## src/rtl/div_pkg.sv

```systemverilog
// rtl/div_pkg.sv - shared widths, reset level and divider encodings
package div_pkg;

  localparam int RegBus       = 32;
  localparam int DoubleRegBus = 64;

  localparam logic                  RstEnable  = 1'b1;
  localparam logic [RegBus-1:0]     ZeroWord   = 32'h0000_0000;
  localparam logic [DoubleRegBus-1:0] ZeroDword = 64'h0;

  localparam logic [1:0] DivFree   = 2'b00;
  localparam logic [1:0] DivByZero = 2'b01;
  localparam logic [1:0] DivOn     = 2'b10;
  localparam logic [1:0] DivEnd    = 2'b11;

  localparam logic DivResultReady    = 1'b1;
  localparam logic DivResultNotReady = 1'b0;
  localparam logic DivStart          = 1'b1;
  localparam logic DivStop           = 1'b0;

  localparam logic [5:0] DivSteps = 6'd32;

endpackage

```

## src/rtl/div.sv

```systemverilog
// rtl/div.sv - multi-cycle restoring 32-bit divider, one quotient bit per cycle
module div
  import div_pkg::*;
(
  input  logic                    clk,
  input  logic                    rst,
  input  logic                    signed_div_i,
  input  logic [RegBus-1:0]       opdata1_i,
  input  logic [RegBus-1:0]       opdata2_i,
  input  logic                    start_i,
  input  logic                    annul_i,
  output logic [DoubleRegBus-1:0] result_o,
  output logic                    ready_o
);

  logic [1:0]        state;
  logic [5:0]        cnt;
  logic [64:0]       dw;
  logic [RegBus-1:0] divisor;
  logic              op1_neg;
  logic              op2_neg;

  logic [RegBus:0]   trial;
  logic [RegBus-1:0] op1_abs;
  logic [RegBus-1:0] op2_abs;
  logic [RegBus-1:0] quot_fix;
  logic [RegBus-1:0] rem_fix;

  // Trial subtraction of the divisor from the current partial remainder;
  // bit 32 set means the divisor did not fit and the step restores.
  assign trial = {1'b0, dw[63:32]} - {1'b0, divisor};

  // Magnitudes of the operands; INT_MIN maps onto itself and is read as 2^31.
  assign op1_abs = (signed_div_i && opdata1_i[31]) ? (~opdata1_i + 32'd1) : opdata1_i;
  assign op2_abs = (signed_div_i && opdata2_i[31]) ? (~opdata2_i + 32'd1) : opdata2_i;

  // Sign correction: quotient negative when signs differ, remainder follows the dividend.
  assign quot_fix = (op1_neg ^ op2_neg) ? (~dw[31:0] + 32'd1) : dw[31:0];
  assign rem_fix  = op1_neg ? (~dw[64:33] + 32'd1) : dw[64:33];

  // Divider control and datapath: accept, iterate, correct, then hold until released.
  always_ff @(posedge clk) begin
    if (rst == RstEnable) begin
      state    <= DivFree;
      cnt      <= 6'd0;
      dw       <= 65'd0;
      divisor  <= ZeroWord;
      op1_neg  <= 1'b0;
      op2_neg  <= 1'b0;
      result_o <= ZeroDword;
      ready_o  <= DivResultNotReady;
    end else begin
      case (state)
        DivFree: begin
          result_o <= ZeroDword;
          ready_o  <= DivResultNotReady;
          if (start_i == DivStart && !annul_i) begin
            if (opdata2_i == ZeroWord) begin
              state <= DivByZero;
            end else begin
              state   <= DivOn;
              cnt     <= 6'd0;
              dw      <= {32'b0, op1_abs, 1'b0};
              divisor <= op2_abs;
              op1_neg <= signed_div_i & opdata1_i[31];
              op2_neg <= signed_div_i & opdata2_i[31];
            end
          end
        end

        DivByZero: begin
          dw    <= 65'd0;
          state <= DivEnd;
        end

        DivOn: begin
          if (annul_i) begin
            state    <= DivFree;
            cnt      <= 6'd0;
            result_o <= ZeroDword;
            ready_o  <= DivResultNotReady;
          end else if (cnt != DivSteps) begin
            if (trial[32]) begin
              dw <= {dw[63:0], 1'b0};
            end else begin
              dw <= {trial[31:0], dw[31:0], 1'b1};
            end
            cnt <= cnt + 6'd1;
          end else begin
            // Corrected values are written back so DivEnd can keep reloading them.
            dw       <= {rem_fix, 1'b0, quot_fix};
            result_o <= {rem_fix, quot_fix};
            ready_o  <= DivResultReady;
            cnt      <= 6'd0;
            state    <= DivEnd;
          end
        end

        DivEnd: begin
          if (start_i == DivStart) begin
            result_o <= {dw[64:33], dw[31:0]};
            ready_o  <= DivResultReady;
          end else begin
            result_o <= ZeroDword;
            ready_o  <= DivResultNotReady;
            state    <= DivFree;
          end
        end

        default: begin
          state <= DivFree;
        end
      endcase
    end
  end

endmodule
```

## config.mk

```make
export PLATFORM = sky130hd
export DESIGN_NAME = div
export DESIGN_NICKNAME = d
export VERILOG_FILES = /design/src/rtl/div_pkg.sv /design/src/rtl/div.sv
export SDC_FILE = /design/constraint.sdc
export NUM_CORES = 1
export LEC_CHECK = 0
export ABC_AREA = 1
export BUFFER_PORTS_ARGS = -buffer_cell sky130_fd_sc_hd__buf_2
export CORE_ASPECT_RATIO = 0.75
export CORE_UTILIZATION = 34
export CTS_BUF_LIST = sky130_fd_sc_hd__clkbuf_8
export CTS_CLUSTER_SIZE = 10
export DETAILED_ROUTE_END_ITERATION = 8
export GPL_TIMING_DRIVEN = 0
export PLACE_DENSITY = 0.57
export SYNTH_ARGS = -nofsm -noshare
export SYNTH_HDL_FRONTEND = slang
export SYNTH_SLANG_ARGS = --single-unit
```

## constraint.sdc

```tcl
create_clock -name clk -period 7.01 [get_ports clk]
set_clock_uncertainty 0.15 [all_clocks]
set_input_delay 0.701 -clock clk [delete_from_list [all_inputs] [get_ports clk]]
set_output_delay 0.701 -clock clk [all_outputs]
set_load 0.005 [all_outputs]
```

== After elaboration in Yosys (flattened, before gate mapping) ==
Cells that the tools add are included.
Word-level totals
  bits in registers: 172
  bits of input ports: 69
  output and inout bits: 65
  logic and storage cells: 74
Cells by class
  add/subtract/negate cells: 6
  equality and inequality tests: 9
  multiplexer cells: 29
  bitwise operators: 8
  reductions and logical operators: 14
Operators with widths (count)
  $mux W65: 5
  $pmux W65 S3: 1
  $mux W64: 3
  $pmux W64 S3: 1
  $add A32 B1 Y32 const B: 4
  $mux W32: 4
  $not A32 Y32: 4
  $sub A32 B32 Y33: 1
  $logic_not A32 Y1: 1
  $mux W6: 4
  $pmux W6 S2: 1
  $mux W2: 5
  $reduce_and A3 Y1: 3
  $ne A2 B2 Y1 const B: 4
  $pmux W2 S4: 1
  $add A6 B1 Y6 const B: 1
  $ne A6 B6 Y1 const B: 1
  $reduce_bool A3 Y1: 2
  $eq A2 B2 Y1 const B: 2
  $reduce_and A4 Y1: 1
  $logic_and A1 B1 Y1: 3
  $mux W1: 3
  $ne A3 B3 Y1 const B: 1
  $pmux W1 S3: 1
  other kinds (8): 9

== Depth between registers and ports, before layout ==
  depth after elaboration: 6
  gate-level depth with buffers: 18

== Worst setup path before layout ==
No wires, ideal clock.
  path type: register to register
  from: register dw[32]
  to: register dw[54]
  setup time: 0.132 ns
  data arrival time: 2.192 ns
  path slack: 4.536 ns
  stages on the path, launching flop included: 19
  period minus slack after synthesis: 2.474 ns
  cells stage by stage: dfxtp_1 inv_1 ha_1 fa_1 inv_1 nand3_1 nand2_1 nand2_1 nand2_1 nand2_1 nand2_1 nand2_1 nand2_1 nand2_1 inv_2 buf_6 nand3_1 nand3_1 a21oi_1
On the way
  word-level cells in the longest chain between the ends: 5
RTL lines
  start: declaration: line div.sv:18  | logic [64:0] dw;
  start signal: assignment: line div.sv:63  | dw <= {32'b0, op1_abs, 1'b0};
  start signal: assignment: line div.sv:84  | dw <= {dw[63:0], 1'b0};
  start signal: assignment: line div.sv:86  | dw <= {trial[31:0], dw[31:0], 1'b1};
  $sub A32 B32 Y33: line div.sv:31  | assign trial = {1'b0, dw[63:32]} - {1'b0, divisor};
  $mux W65: line div.sv:83  | if (trial[32]) begin
  $mux W65: line div.sv:82  | end else if (cnt != DivSteps) begin
  $mux W65: line div.sv:77  | if (annul_i) begin
  $pmux W65 S3: line div.sv:53  | case (state)
Every way passes these cells. The select of a mux whose other input is x is not followed.
A chain may end at the register's enable or synchronous reset.

== Worst setup path after layout ==
  from: register dw[33]
  to: register dw[56]
On the way
  word-level cells in the longest chain between the ends: 6
  elaborated cells on any way between the ends: 8
  those cells by class: 2 x add/sub; 5 x mux; 1 x bitwise
RTL lines
  $not A32 Y32: line div.sv:39  | assign rem_fix = op1_neg ? (~dw[64:33] + 32'd1) : dw[64:33];
  $add A32 B1 Y32: line div.sv:39
  $mux W32: line div.sv:39
  $mux W65 (*): line div.sv:82
  $mux W65 (*): line div.sv:77
  $pmux W65 S3 (*): line div.sv:53
Mark *: on every way between the ends. The rest lies on a longest branch, timed or not. The select of a mux whose other input is x is not followed.

==> results.yml <==
run_status:
  outcome: "finished, final reports clean"
hold_path:
  hp-start: "opdata2_i[31]"
  min_path_type: "primary input to flop"
  holdPathEnd: "divisor[31]"
  min_path_cells: 3
timing:
  slew_viol_final: 0
  maxSlewHeadroom: 0.367
  rsz0062_at_grt: "no"
  hold_ws_ps: 293
  finalSetupViolCount: 0
  layout_min_cycle_time_ps: 3730
  hold_viol_final: 0
  tightest_slew_ps: 949
  totalNegativeSetupSlack_ps: 0
  fmax_mhz: 268
  fin_crit_sh: 0.533
run:
  drv_cap: 0
worst_setup_path:
  cp.arrival_ps: 3980
  startpoint_type: "flop"
  r2r_slack_ps: 3280
  end_kind: "flop"
  reg2reg_depth: 17
  critical_path_required_ps: 7250
  critPathMaxFanout: 10
  rr_startpoint: "dw[33]"
  rr_endpoint: "dw[56]"
  path_class: "flop to flop"
die:
  die_area_sq_um: 42300
  start_util: 0.345
  num_rows: 64
  die_h_um: 178
  num_io_pins: 134
  die_w_um: 237
  core_sq_um: 40800
synth:
  synthAdderAreaFrac: 0.0414
  synth_area_sq_um: 14100
  synth_compound_area_frac: 0.169
  synthArstFlopShare: 0
  syn-mean-instance-area_sq_um: 5.65
  ys_seq_area_frac: 0.244
  synth_top_family_by_area: "simple AND/OR/NAND/NOR gates"
  synthXorXnorAreaFrac: 0.0497
  synth-seq-cells: 172
  synth-main-ff-cell: "dfxtp_1"
  synthDistinctLibCells: 40
  muxShareOfSynthArea: 0
  synth_nets: 2610
  synthSimpleGateAreaFrac: 0.379
  syn_inst: 2495
  synth-edff-count: 0
  ys_warn_count: 0
power_and_ir_drop:
  powerDensity_nw_per_um2: 294
  p_leak_nw: 7.70
  p_total_mw: 4.65
  ir_drop_v: 0.000153
cts:
  clk_latency_ps: 540
  path_clk_slew_ps: 100
  hold_buffers: 0
  cts.path.max_buffers: 2
  cts_tree: "yes"
  cts-root-buf: "clkbuf_8"
  cts_sinks: 172
  cts_buffers: 17
  htreeDepth: 4
  cts-resized-gates: 0
  postCtsSetupBuffers: 0
layout:
  drive_above_1_share: 0.0760
  utilization: 0.387
  antenna_cells: 0
  fill_cells: 4620
  areaGrowthSynthToFinish_pct: 12.2
  final_common_cell: "nand2_1"
  final_cell_mix: "nand2_1, inv_1, nor2_1"
  nets: 2761
grt:
  grt_pass1_vias: 15000
  grt_pass1_wl_um: 90800
  antenna_found_initial: 2
  overflow: 0
  track_usage: 0.284
  grt_max_degree: 18
place:
  dp_hpwl_um: 49600
  port_buffers: 132
  routabilityCongestion: 1.08
routing:
  drt-total-wl_um: 60400
  first_pass_iters: 7
  vias: 16900
  routedWlPerCell_um: 19.0
  route.detailed.drc: 0
  ant_nets: 0
  via_per_inst: 5.31
  drt_iter0_drc: 2045
## critical path, stage by stage (launching register included)
cell and delay [ps]:
dfxtp_1 620, inv_1 270, fa_1 510, inv_1 110, nand3_1 70, nand2_1 140
nand2_1 60, nand2_1 140, nand2_1 70, nand2_1 160, nand2_1 130, nand2_1 70
nand2_1 210, inv_2 230, buf_6 190, nand3_1 250, nand3_1 140, a21oi_1 70
## how the worst max path moves through the flow
stage	startpoint	to	slack (ps)	cells past startpoint
2_1_floorplan	dw[32]	dw[54]	4540	18
3_3_place_gp	dw[33]	dw[56]	3390	17
3_5_place_dp	dw[33]	dw[56]	3410	17
4_1_cts	dw[33]	dw[56]	3420	17
5_1_grt	dw[33]	dw[56]	2990	17
6_report	dw[33]	dw[56]	3280	17
## cell families (layout without fill, tap and decap cells)
group | Yosys count | after routing
and+or+nand+nor | 1320 | 1320
AOI/OAI and AO/OA | 456 | 456
buffers and inverters | 421 | 585
DFF | 172 | 172
xor gates and xnor gates | 80 | 80
adders and majority gates | 46 | 46
## report_power, final
part / internal [mW] / switching, mW / total [mW]
Combinational: 0.724 / 1.93 / 2.66
Sequential: 1.12 / 0.141 / 1.26
Clock: 0.292 / 0.440 / 0.731
Total: 2.14 / 2.52 / 4.65
## area by class of cell
| type | count | area [sq um] | area share |
|---|---|---|---|
| sequential | 172 | 3440 | 0.218 |
| inverter | 326 | 1220 | 0.0775 |
| tap | 528 | 661 | 0.0418 |
| buffer | 95 | 408 | 0.0258 |
| timing repair buffer | 132 | 661 | 0.0418 |
| clock buffer | 17 | 234 | 0.0148 |
| multi-input combinational | 1902 | 9010 | 0.570 |
| clock inverter | 15 | 156 | 0.00990 |
## flip-flops by register name, indices dropped and copies added (netlist names)
register  flops
divisor      32
op1_neg       1
op2_neg       1
state         2
dw           65
result_o     64
ready_o       1
cnt           6
## routing by layer
metal,vias to the layer above,track usage,wire length [um]
li1,8249,-,-
met1,7819,0.448,30700
met2,790,0.374,22300
met3,46,0.0768,6890
met4,4,0.0449,540
met5,-,0,24
## through the flow
| step | std cells | setup WS, ps | cell area, sq um |
|---|---|---|---|
| floorplan | 2495 | 4540 | 14100 |
| global placement | 3155 | 3390 | 15400 |
| detailed placement | 3155 | 3410 | 15400 |
| CTS | 3187 | 3420 | 15800 |
| global route | 3187 | 2990 | 15800 |
| finish | 3187 | 3280 | 15800 |
## Yosys cell counts, types with 15 or more instances
library cell	count	share of area
nand2_1	804	0.21
inv_1	316	0.084
nor2_1	273	0.073
a21oi_1	235	0.084
nand3_1	189	0.067
dfxtp_1	172	0.24
o21ai_0	169	0.060
clkbuf_1	65	0.017
xor2_1	61	0.038
ha_1	45	0.040
nand4_1	23	0.010
buf_2	20	0.0071
xnor2_1	19	0.012
o22ai_1	16	0.0071
o211ai_1	15	0.0080
No activity file was read; power rests on OpenSTA's default activity.
